$ cat config.mk
export PLATFORM = sky130hd
export DESIGN_NAME = seq_divider_flat
export DESIGN_NICKNAME = d
export VERILOG_FILES = /design/src/rtl/seq_divider_if.sv /design/src/rtl/seq_divider.sv /design/src/flat_wrapper.sv
export SDC_FILE = /design/constraint.sdc
export NUM_CORES = 1
export LEC_CHECK = 0
export ABC_AREA = 1
export BUFFER_PORTS_ARGS = -buffer_cell sky130_fd_sc_hd__buf_2
export CORE_AREA = 2 2 78 117
export DETAILED_ROUTE_END_ITERATION = 10
export DIE_AREA = 0 0 80 119
export PLACE_DENSITY_LB_ADDON = 0.25
export SYNTH_ARGS = -nofsm -noshare
export SYNTH_HDL_FRONTEND = slang
export SYNTH_SLANG_ARGS = --single-unit
$ cat constraint.sdc
create_clock -name clk -period 4.83 [get_ports clk]
set_input_delay 0.483 -clock clk [delete_from_list [all_inputs] [get_ports clk]]
set_output_delay 0.483 -clock clk [all_outputs]
set_load 0.02 [all_outputs]
$ cat src/rtl/seq_divider_if.sv
// seq_divider_if: start/done handshake and operand/result bundle for the divider
interface seq_divider_if #(parameter int N = 6);
  logic         start;
  logic         signed_mode;
  logic [2*N-1:0] dividend;
  logic [N-1:0] divisor;
  logic         busy;
  logic         done;
  logic [N-1:0] quotient;
  logic [N-1:0] remainder;
  logic         div_zero;
  logic         overflow;
  modport master (output start, signed_mode, dividend, divisor,
                  input busy, done, quotient, remainder, div_zero, overflow);
  modport slave (input start, signed_mode, dividend, divisor,
                 output busy, done, quotient, remainder, div_zero, overflow);
endinterface

$ cat src/rtl/seq_divider.sv
// seq_divider: sequential restoring 2N/N divider with signed mode, divide-by-zero and overflow detection
module seq_divider #(parameter int N = 6) (
  input logic clk,
  input logic rst,
  seq_divider_if.slave bus
);
  localparam int CW = $clog2(N + 1);
  typedef enum logic [1:0] {IDLE, CALC, FIX} state_t;
  state_t state, next;
  logic [N:0]     a, a_sh;
  logic [N-1:0]   q, d, dlo, vm, lim;
  logic [2*N-1:0] dm;
  logic [CW-1:0]  cnt;
  logic           sgn, sign_q, sign_r, zf, of, ge, sovf;
  // state register
  always_ff @(posedge clk)
    state <= rst ? IDLE : next;
  // operand magnitudes, one restoring step, signed-overflow test and next state
  always_comb begin
    dm = bus.signed_mode && bus.dividend[2*N-1] ? -bus.dividend : bus.dividend;
    vm = bus.signed_mode && bus.divisor[N-1] ? -bus.divisor : bus.divisor;
    a_sh = {a[N-1:0], q[N-1]};
    ge = a_sh >= {1'b0, d};
    lim = {1'b0, {(N-1){1'b1}}} + N'(sign_q);
    sovf = sgn && !zf && !of && q > lim;
    next = state == IDLE ? (bus.start ? ((vm == '0 || dm[2*N-1:N] >= vm) ? FIX : CALC) : IDLE) :
           state == CALC ? (cnt == CW'(1) ? FIX : CALC) : IDLE;
  end
  // datapath: latch on start, iterate in CALC, publish results in FIX
  always_ff @(posedge clk) begin
    if (rst) begin
      a <= '0;
      q <= '0;
      d <= '0;
      dlo <= '0;
      cnt <= '0;
      sgn <= 1'b0;
      sign_q <= 1'b0;
      sign_r <= 1'b0;
      zf <= 1'b0;
      of <= 1'b0;
      bus.busy <= 1'b0;
      bus.done <= 1'b0;
      bus.quotient <= '0;
      bus.remainder <= '0;
      bus.div_zero <= 1'b0;
      bus.overflow <= 1'b0;
    end else begin
      bus.done <= 1'b0;
      if (state == IDLE && bus.start) begin
        sgn <= bus.signed_mode;
        sign_q <= bus.signed_mode & (bus.dividend[2*N-1] ^ bus.divisor[N-1]);
        sign_r <= bus.signed_mode & bus.dividend[2*N-1];
        a <= {1'b0, dm[2*N-1:N]};
        q <= dm[N-1:0];
        d <= vm;
        dlo <= bus.dividend[N-1:0];
        cnt <= CW'(N);
        zf <= vm == '0;
        of <= vm != '0 && dm[2*N-1:N] >= vm;
        bus.busy <= 1'b1;
        bus.div_zero <= 1'b0;
        bus.overflow <= 1'b0;
      end else if (state == CALC) begin
        a <= ge ? a_sh - {1'b0, d} : a_sh;
        q <= {q[N-2:0], ge};
        cnt <= cnt - CW'(1);
      end else if (state == FIX) begin
        bus.busy <= 1'b0;
        bus.done <= 1'b1;
        bus.div_zero <= zf;
        bus.overflow <= of | sovf;
        bus.quotient <= (zf | of | sovf) ? '1 : (sign_q ? -q : q);
        bus.remainder <= zf ? dlo : (of | sovf) ? '0 : (sign_r ? -a[N-1:0] : a[N-1:0]);
      end
    end
  end
endmodule

$ cat src/flat_wrapper.sv
// flat-port wrapper written by rule: the top's interface ports become plain ports
module seq_divider_flat 
#(parameter int N = 6)
  (clk, rst, bus_start, bus_signed_mode, bus_dividend, bus_divisor, bus_busy, bus_done, bus_quotient, bus_remainder, bus_div_zero, bus_overflow);
  seq_divider_if #(.N(N)) bus_i ();
  input logic clk;
  input logic rst;
  input wire logic [$bits(bus_i.start)-1:0] bus_start;
  input wire logic [$bits(bus_i.signed_mode)-1:0] bus_signed_mode;
  input wire logic [$bits(bus_i.dividend)-1:0] bus_dividend;
  input wire logic [$bits(bus_i.divisor)-1:0] bus_divisor;
  output wire logic [$bits(bus_i.busy)-1:0] bus_busy;
  output wire logic [$bits(bus_i.done)-1:0] bus_done;
  output wire logic [$bits(bus_i.quotient)-1:0] bus_quotient;
  output wire logic [$bits(bus_i.remainder)-1:0] bus_remainder;
  output wire logic [$bits(bus_i.div_zero)-1:0] bus_div_zero;
  output wire logic [$bits(bus_i.overflow)-1:0] bus_overflow;
  assign bus_i.start = bus_start;
  assign bus_i.signed_mode = bus_signed_mode;
  assign bus_i.dividend = bus_dividend;
  assign bus_i.divisor = bus_divisor;
  assign bus_busy = bus_i.busy;
  assign bus_done = bus_i.done;
  assign bus_quotient = bus_i.quotient;
  assign bus_remainder = bus_i.remainder;
  assign bus_div_zero = bus_i.div_zero;
  assign bus_overflow = bus_i.overflow;
  seq_divider #(.N(N)) u_core (.clk(clk), .rst(rst), .bus(bus_i));
endmodule
==> results of run 1 <==
## through the flow
step	total power (uW)	hold slack (ns)	utilization	worst slack, ns
after floorplan	926.9	0.4245	-	2.722
after global placement	1045	0.4388	0.4151	2.495
after detailed placement	1055	0.4543	0.4151	2.426
after CTS	1424	0.4632	0.4326	2.550
after global routing	1522	0.4851	0.4326	2.360
final	1416	0.4614	0.4326	2.567
## critical path: stages, from the launching register on
cell,delay (ns)
sky130_fd_sc_hd__dfxtp_1,0.53
sky130_fd_sc_hd__inv_1,0.24
sky130_fd_sc_hd__ha_1,0.36
sky130_fd_sc_hd__nand2_1,0.07
sky130_fd_sc_hd__nor2_1,0.14
sky130_fd_sc_hd__a21oi_1,0.08
sky130_fd_sc_hd__nand2_1,0.11
sky130_fd_sc_hd__nand2_1,0.12
sky130_fd_sc_hd__nor2_4,0.24
sky130_fd_sc_hd__nand3_1,0.15
sky130_fd_sc_hd__o21ai_1,0.16
## kinds of logic after synthesis
| logic type | Yosys count |
|---|---|
| AO/OA/AOI/OAI | 90 |
| XOR/XNOR | 13 |
| adder cells (fa/ha/maj) | 25 |
| buffers and inverters | 101 |
| flip-flops | 50 |
| AND/OR/NAND/NOR | 214 |
## cells in the mapped netlist
master / count / share of area
sky130_fd_sc_hd__nand3_4: 1 / 0.0053
sky130_fd_sc_hd__a21oi_1: 24 / 0.036
sky130_fd_sc_hd__o21ai_0: 24 / 0.036
sky130_fd_sc_hd__o21ai_2: 1 / 0.0026
sky130_fd_sc_hd__o32ai_1: 1 / 0.0026
sky130_fd_sc_hd__ha_1: 24 / 0.090
sky130_fd_sc_hd__a31oi_1: 4 / 0.0075
sky130_fd_sc_hd__nor3_2: 1 / 0.0030
sky130_fd_sc_hd__inv_1: 78 / 0.088
sky130_fd_sc_hd__nor2_4: 5 / 0.017
sky130_fd_sc_hd__or2_1: 1 / 0.0019
sky130_fd_sc_hd__a221oi_1: 1 / 0.0026
sky130_fd_sc_hd__nand4_1: 6 / 0.011
sky130_fd_sc_hd__o221ai_1: 2 / 0.0053
sky130_fd_sc_hd__o2111ai_1: 1 / 0.0026
sky130_fd_sc_hd__nor2_1: 30 / 0.034
sky130_fd_sc_hd__or2_2: 1 / 0.0019
sky130_fd_sc_hd__xnor2_1: 5 / 0.013
sky130_fd_sc_hd__nand3_1: 46 / 0.069
sky130_fd_sc_hd__nand2_1: 108 / 0.12
sky130_fd_sc_hd__clkbuf_1: 3 / 0.0034
sky130_fd_sc_hd__o21bai_1: 1 / 0.0023
sky130_fd_sc_hd__a221oi_2: 1 / 0.0045
sky130_fd_sc_hd__xor2_1: 8 / 0.021
sky130_fd_sc_hd__buf_6: 3 / 0.010
sky130_fd_sc_hd__inv_2: 10 / 0.011
sky130_fd_sc_hd__nor2_2: 2 / 0.0038
sky130_fd_sc_hd__nand2_2: 3 / 0.0056
sky130_fd_sc_hd__a21boi_0: 1 / 0.0023
sky130_fd_sc_hd__fa_1: 1 / 0.0060
sky130_fd_sc_hd__o211ai_1: 4 / 0.0090
sky130_fd_sc_hd__o22ai_1: 11 / 0.021
sky130_fd_sc_hd__nor3_1: 9 / 0.014
sky130_fd_sc_hd__nand3b_1: 1 / 0.0023
sky130_fd_sc_hd__buf_2: 6 / 0.0090
sky130_fd_sc_hd__o21ai_1: 14 / 0.021
sky130_fd_sc_hd__dfxtp_1: 50 / 0.30
sky130_fd_sc_hd__inv_4: 1 / 0.0019
## final timing paths
path	startpoint	endpoint	depth (start not counted)
worst max register to register	u_core.sign_q	u_core.bus.remainder[3]	10
worst min-delay path	u_core.dlo[3]	u_core.dlo[3]	2
worst max-delay path	u_core.sign_q	u_core.bus.remainder[3]	10
worst min register to register	u_core.dlo[3]	u_core.dlo[3]	2
## flip-flops by register name, indices dropped and copies added (netlist names)
signal                count
u_core.bus.overflow       1
u_core.sign_q             1
u_core.sign_r             1
u_core.of                 1
u_core.d                  6
u_core.state              2
u_core.bus.remainder      6
u_core.q                  6
u_core.cnt                3
u_core.dlo                6
u_core.bus.busy           1
u_core.a                  6
u_core.zf                 1
u_core.bus.done           1
u_core.bus.quotient       6
u_core.sgn                1
u_core.bus.div_zero       1
## power by group
group | switching [uW] | internal, uW | total, uW
Sequential | 46.7 | 460 | 507
Combinational | 351 | 190 | 542
Clock | 162 | 205 | 367
## layer usage
layer | vias to the layer above | part of all wire | GRT usage
met4 | 0 | 0.023 | 0.07627
met3 | 12 | 0.040 | 0.02424
met5 | - | 0 | 0
li1 | 1673 | - | -
met1 | 1469 | 0.41 | 0.2253
met2 | 82 | 0.52 | 0.3604
## layout make-up
type	instances	area share
Clock inverter	2	0.003356
Inverter	89	0.09027
Sequential cell	50	0.2685
Tap cell	110	0.03691
Clock buffer	6	0.03725
Timing Repair Buffer	37	0.04966
Multi-Input combinational cell	342	0.5141
## layout by cell type (no fill, tap or decap), drive strengths merged, types with 2 or more instances in the layout
cell	count
clkbuf	6
nor2	37
a31oi	4
a21oi	24
inv	89
xor2	8
nand4	6
nand3	47
o22ai	11
dfxtp	50
a221oi	2
nand2	111
o21ai	39
xnor2	5
buf	37
ha	24
or2	2
o211ai	4
o221ai	2
nor3	10
==> results, run 1 <==
- 0 antenna diodes ended up in the layout.
- The area growth from synthesis to layout is 11.99%.
- The die covers ~0.0095 mm2.
- The worst setup path is captured at a flop.
- The area of combinational cells with multiple inputs is 0.001917 mm2.
- The count of nets left with antenna violations after detail routing is 0.
- The headroom to the max-slew limit is 0.5592.
- The number of iterations in the first detailed-routing pass is 5.
- IR analysis of the VDD net gives a maximum drop of 0.0001768 V.
- The clock tree from TritonCTS is done.
- The CTS buffer count is 5.
- Setup repair after global routing left no endpoint under its margin.
- The floorplan step set the die height to 119 um.
- The proportion of layout cells with a drive suffix above 1 is 0.1350.
- Across every metal layer, demand over resource in global routing totals 0.1967.
- The number of buffers on the longest clock path is 2.
- The initial standard-cell utilization of the core is 0.3863.
- 38 I/O pins were placed.
- After floorplanning, the core was sized to cover roughly 0.0086 mm2.
- Of the total synthesized cell area, the portion taken by full adders, half adders and majority gates is 0.09620.
- The routed design has roughly 8900 um of wire.
- The critical setup path kind is flop to flop.
- The total grt overflow is 0.
- Summed over all nets, the half-perimeter wirelength after detailed placement is 6942 um.
- Across the whole layout, storage elements account for 0.001001 mm2.
- The multiplexer share of the synthesized area is 0.
- The count of pins over their slew limit was 0.
- The final-report hold violation count is 0.
- The class of the tightest hold or removal check is flop to flop.
- Clock tree synthesis selected as its root buffer the cell sky130_fd_sc_hd__clkbuf_16.
- After synthesis, the mean cell area works out to a little under 7 um2.
- The row count is 42.
- The distinct cell type count after synthesis is 38.
- Data on the critical path arrives at its endpoint at 2.49 ns.
- The post-synthesis compound-gate area fraction was 0.1552.
- The shortest period the worst path allows is 2.263 ns.
- The run finished with clean final reports.
- The post-placement cell area is 0.003577 mm2.
- Counting tap cells, the placed design contains a total of between 600 and 700 instances.
- The maximum number of pins on one net before global-route repair is 23.
- Routability-driven placement finished with a final weighted congestion of around 0.91.
- The post-detailed-route DRC marker count is 0.
- Counting flops and latches in the post-synthesis netlist gives 50.
- Of the available clock period, the critical path in the final layout requires 0.4686.
- The largest fanout of any net on the critical path is 10.
- The routed wirelength normalized by instance count is about 14 um.
- The die is ~80 um wide.
- The number of input and output port buffers inserted is 37.
- The mapped cell area is 0.003329 mm2.
- Gates resized during post-CTS repair numbered 0.
- After filler insertion, the fill cell instance count of the layout stands at ~920.
- Setup violations remaining at the end of the flow were counted as 0.
- The setup total negative slack is 0 ns.
- The power per unit of standard cell area is 379.7 mW/mm2.
- Counting every instance in the synthesized netlist gives 493.
- In the final design database the tool counted 572 nets.
- The initial antenna violation count is 0.
- The later pin in the worst-skew pair is clocked with a latency of 0.30 ns.
- The critical path required time is 5.06 ns.
- Of the total synthesized cell area, the portion taken by AND, OR, NAND and NOR gates is 0.2901.
- The worst setup skew after layout is 0.002347 ns.
- Post-CTS timing repair inserted 0 buffers for setup.
- The number of synthesis warnings is 0.
- The synthesized-area fraction occupied by xor and xnor cells is 0.03420.
- The share of the Yosys chip area taken by registers is 0.3006.
- The final instance count without filler cells is ~640.
- With fillers left out, the area of the finished cells amounts to 0.003729 mm2.
- Max-cap violations in this run came to 0.
- The first-pass GRT wire length is roughly 15,000 um.
- The clock net in this run drives a total of 50 sinks.
- The H-tree was split into 2 levels.
- The number of vias after detailed routing is 3,236.
- After clock tree synthesis, the clock-pin slew on the worst setup and hold paths is 0.07 ns.
- The number of global-route vias before repair came to about 3,100.
- The transition time of the tightest slew-check pin is 0.6605 ns.
- The total nets after synthesis is 540.
- The iteration-0 DRC count of the detailed router is ~140.
- The minimum setup slack among reg-to-reg paths is 2.57 ns.
- In the routed layout, each cell is associated on average with a via count of slightly above 5.
- After synthesis, the largest family of logic cells by area is simple AND/OR/NAND/NOR gates.
- Timing would allow up to 441.8 MHz.
- The category of the worst setup path launch point is a flop.
- After clock tree synthesis, the flow added hold-fix buffers numbering 0.
- The total leakage power is 0.001832 uW.
(Power assumes the default switching activity.)
==> run 2, diff against run 1 <==
Settings changed: ABC_AREA 1 to 0, CORE_AREA 2 2 78 117 to 2 2 76 114, DIE_AREA 0 0 80 119 to 0 0 78 116.
Clock period 4.83 ns to 2.1 ns, I/O delays scaled along.
==> results, run 2 <==
- The number of global-route vias before repair was 3,160 (was 3,114).
- The iteration-0 DRC count of the detailed router is 108 (was 137).
- The critical setup path kind was primary input to flop (was flop to flop).
- The floorplan die area is 0.009048 mm2 (was 0.009520 mm2).
- The proportion of layout cells with a drive suffix above 1 is 0.2829 (was 0.1350).
- The maximum vdd ir drop came to 0.0005840 V (was 0.0001768 V).
- Most frequent cells after synthesis: sky130_fd_sc_hd__dfxtp_1 (50), sky130_fd_sc_hd__nand2_1 (45), sky130_fd_sc_hd__nor2_1 (33) (was sky130_fd_sc_hd__nand2_1 (108), sky130_fd_sc_hd__inv_1 (78), sky130_fd_sc_hd__dfxtp_1 (50)).
- The layout net count is 509 (was 572).
- The largest fanout of any net on the critical path is 4 (was 10).
- The proportion of register bits with asynchronous set or reset after synthesis was 0 (unchanged).
- The cell area after layout came to 0.004050 mm2 (was 0.003729 mm2).
- The category of the worst setup path launch point is a primary input (was flop).
- The vertical die dimension was 116 um (was 119 um).
- The startpoint of the most critical setup path is bus_dividend[0] (was u_core.sign_q).
- The row count came to 40 (was 42).
- The buffer cell driving the clock tree root is sky130_fd_sc_hd__clkbuf_16 (unchanged).
- The I/O pin count is 38 (unchanged).
- The clock tree from TritonCTS is done (unchanged).
- The global routing usage summed across all routing layers is 0.2064 (was 0.1967).
- The mean area per synthesized cell is 8.149 um2 (was 6.753 um2).
- The final antenna diode count is 0 (unchanged).
- The initial standard-cell utilization of the core is 0.3928 (was 0.3863).
- The number of levels the H-tree was split into is 2 (unchanged).
- Status: finished, violations left (was completed).
- The layout overhead on the synthesized area is 28.76% (was 11.99%).
- The number of vias after detailed routing came to 3,061 (was 3,236).
- The gate count after technology mapping came to 386 (was 493).
- The post-place setup slack was -0.6395 ns (was 2.426 ns).
- The initial antenna violation count was 0 (unchanged).
- The portion of the post-synthesis area used by sequential elements is 0.3182 (was 0.3006).
- The endpoint of the worst register-to-register path is u_core.a[1] (was u_core.bus.remainder[3]).
- The register cell area after layout came to 0.001002 mm2 (was 0.001001 mm2).
- The post-placement cell area is 0.003780 mm2 (was 0.003577 mm2).
- The cell type contributing the most total cell area after synthesis was sky130_fd_sc_hd__dfxtp_1 (unchanged).
- The worst hold path stage count is 3 (was 2).
- The number of buffers on the longest clock path is 2 (unchanged).
- Derived from the worst setup path, the maximum achievable clock frequency is 424.5 MHz.
- The number of iterations in the first detailed-routing pass is 4 (was 5).
- The post-route worst setup slack is -0.2558 ns (was 2.567 ns).
- The maximum number of pins on one net before global-route repair is 27 (was 23).
- The routed wirelength normalized by instance count is 15.86 um (was 14.05 um).
- The clock-pin slew on the worst setup and hold paths is 0.07 ns (about the same).
- The mapped cell area was 0.003146 mm2 (was 0.003329 mm2).
- Subtracting the final worst setup slack from the clock period gives 2.356 ns.
- The final-report setup violation count is 3 (was 0).
- The synthesized flop and latch total is 50 (unchanged).
- The CTS buffer count is 5 (unchanged).
- The transition time of the tightest slew-check pin is 0.6221 ns (was 0.6605 ns).
- The total detailed-routing wirelength was 9006 um (was 8937 um).
- The cell count of the worst reg-to-reg path is 7 (was 10).
- The x dimension of the die was 78 um (was 80 um).
- The total number of clock tree sinks is 50 (unchanged).
- The arrival time at the worst endpoint is 2.59 ns (was 2.49 ns).
- The startpoint of the worst register-to-register path is u_core.d[2] (was u_core.sign_q).
- The total grt overflow is 0 (unchanged).
- The first-pass GRT wire length is 14,500 um (was 14,740 um).
- The total nets after synthesis is 433 (was 540).
- The count of hold buffers inserted by post-cts repair came to 0 (unchanged).
- The number of flops mapped to enable cells by yosys is 0 (unchanged).
- The total leakage power is 0.001729 uW (was 0.001832 uW).
- The most instantiated flip-flop cell in the synthesis netlist is sky130_fd_sc_hd__dfxtp_1 (unchanged).
- The area of combinational cells with multiple inputs came to 0.002034 mm2 (was 0.001917 mm2).
- The count of pins over their slew limit was 0 (unchanged).
- The final weighted congestion in routability-driven placement is 0.9129 (was 0.9083).
- The class of the tightest hold or removal check is primary input to flop (was flop to flop).
- The headroom to the max-slew limit is 0.5844 (was 0.5592).
- The post-detailed-route DRC marker count is 0 (unchanged).
- The minimum setup slack among reg-to-reg paths is 0.13 ns (was 2.57 ns).
- The placeable core area is 0.008008 mm2 (was 0.008618 mm2).
- The number of input and output port buffers inserted is 37 (unchanged).
- The count of max-cap constraint violations is 0 (unchanged).
- The final-report hold violation count came to 0 (unchanged).
- The number of synthesis warnings was 0 (unchanged).
- The count of filler cells inserted in the layout is 783 (was 916).
- The worst hold endpoint was u_core.dlo[0] (was u_core.dlo[3]).
- The distinct cell type count after synthesis is 54 (was 38).
- Most frequent cells in the layout: sky130_fd_sc_hd__buf_4 (54), sky130_fd_sc_hd__dfxtp_1 (49), sky130_fd_sc_hd__nand2_1 (45) (was sky130_fd_sc_hd__nand2_1 (108), sky130_fd_sc_hd__inv_1 (78), sky130_fd_sc_hd__dfxtp_1 (50)).
- The power per unit of standard cell area came to 822.5 mW/mm2 (was 379.7 mW/mm2).
- Synth area leaders: sky130_fd_sc_hd__dfxtp_1 (32%), sky130_fd_sc_hd__ha_1 (9.5%), sky130_fd_sc_hd__nand2_1 (5.4%) (was sky130_fd_sc_hd__dfxtp_1 (30%), sky130_fd_sc_hd__nand2_1 (12%), sky130_fd_sc_hd__ha_1 (9.0%)).
- Setup repair after global routing missed its margin: yes (was no).
- The leading cell type by number of instances after synthesis is sky130_fd_sc_hd__dfxtp_1 (was sky130_fd_sc_hd__nand2_1).
- The worst setup skew after layout is 0.005991 ns (was 0.002347 ns).
- The most common cell after layout, fill and taps aside is sky130_fd_sc_hd__buf_4 (was sky130_fd_sc_hd__nand2_1).
- The capturing element type of the critical path is a flop (unchanged).
- The count of nets left with antenna violations after detail routing is 0 (unchanged).
- The detail-routed via count per cell is 5.389 (was 5.088).
- The clock latency reported for the late side of the worst-skew pair came to 0.30 ns (about the same).
- The critical path required time is 2.33 ns (was 5.06 ns).
- The final reports fail on setup timing.
- In the finished design, the share of the clock period the worst path needs comes to 1.122.
- The fraction of post-synthesis cell area in the top cell type by area was 0.3182 (was 0.3006).
- The startpoint of the lowest-slack hold path is bus_dividend[0] (was u_core.dlo[3]).
- The half-perimeter wire length after placement is 7106 um (was 6942 um).
==> run 2: cell types whose count changed after synthesis, sizes merged, moves of 10 or more <==
cell    before  now
clkbuf       3   17
o21ai       39   11
o22ai       11    0
nand2      111   46
nand3       47   11
inv         89   27
a211oi       0   10
==> run 2: how the worst max path moves through the flow <==
| stage | to | slack [ns] | depth (start not counted) |
|---|---|---|---|
| 5_1_grt | u_core.state[0] | -0.40 | 12 |
| 2_1_floorplan | u_core.state[0] | -0.29 | 11 |
| 3_3_place_gp | u_core.state[0] | -0.60 | 12 |
| 6_report | u_core.state[0] | -0.26 | 13 |
| 4_1_cts | u_core.state[0] | -0.23 | 12 |
| 3_5_place_dp | u_core.state[0] | -0.64 | 12 |
==> run 2: final cells by class <==
| cell class | count | share of cell area |
|---|---|---|
| clock buffers | 6 | 0.03429 |
| clock inverters | 2 | 0.009577 |
| inverters | 27 | 0.02502 |
| multi-input cells | 287 | 0.5023 |
| flip-flops and latches | 50 | 0.2475 |
| well taps | 105 | 0.03244 |
| repair buffers | 91 | 0.1489 |
==> run 2: report_power, final <==
group | internal, uW | switching, uW
Sequential | 1050 | 88.1
Clock | 599 | 375
Combinational | 554 | 666
==> run 2: metal layers <==
layer	vias to the layer above	global-route usage	wire length (um)
li1	1530	-	-
met1	1405	0.2136	3578
met2	87	0.3822	4567
met3	39	0.03193	327
met4	0	0.1368	532
met5	-	0	0
==> run 2: per-stage QoR <==
step	cells	power (uW)	hold WS (ns)	setup TNS [ns]	util
4_1_cts	567	3321	0.1837	-0.5379	0.4997
6_report	568	3331	0.1993	-0.5289	0.5058
3_5_place_dp	558	2340	0.4472	-1.872	0.4720
5_1_grt	568	3514	0.2308	-1.088	0.5058
3_3_place_gp	558	2313	0.4448	-1.748	0.4720
2_1_floorplan	386	1901	0.3460	-0.7936	-
==> run 2: cells by family after synthesis <==
group           synth area share
simple gates              0.1897
fa+ha+maj                 0.1018
buf+inv                  0.05967
flops                     0.3182
xor+xnor                 0.07240
compound gates            0.2319
mux                      0.02625
==> run 2: critical path, stage by stage <==
cell and delay (ns):
sky130_fd_sc_hd__buf_2 0.12, sky130_fd_sc_hd__inv_2 0.08, sky130_fd_sc_hd__ha_4 0.15, sky130_fd_sc_hd__nand3b_1 0.14, sky130_fd_sc_hd__o41a_1 0.45, sky130_fd_sc_hd__xnor2_2 0.25
sky130_fd_sc_hd__inv_1 0.07, sky130_fd_sc_hd__ha_1 0.27, sky130_fd_sc_hd__o21a_1 0.18, sky130_fd_sc_hd__o21ai_2 0.14, sky130_fd_sc_hd__o31ai_2 0.08, sky130_fd_sc_hd__or3_1 0.33
sky130_fd_sc_hd__a21oi_2 0.11
==> run 2: what timing repair did <==
action,in CTS,in global routing
endpoints found under the setup margin,3,15
gates resized for setup,7,12
pin swaps,4,6
buffers inserted,1,1
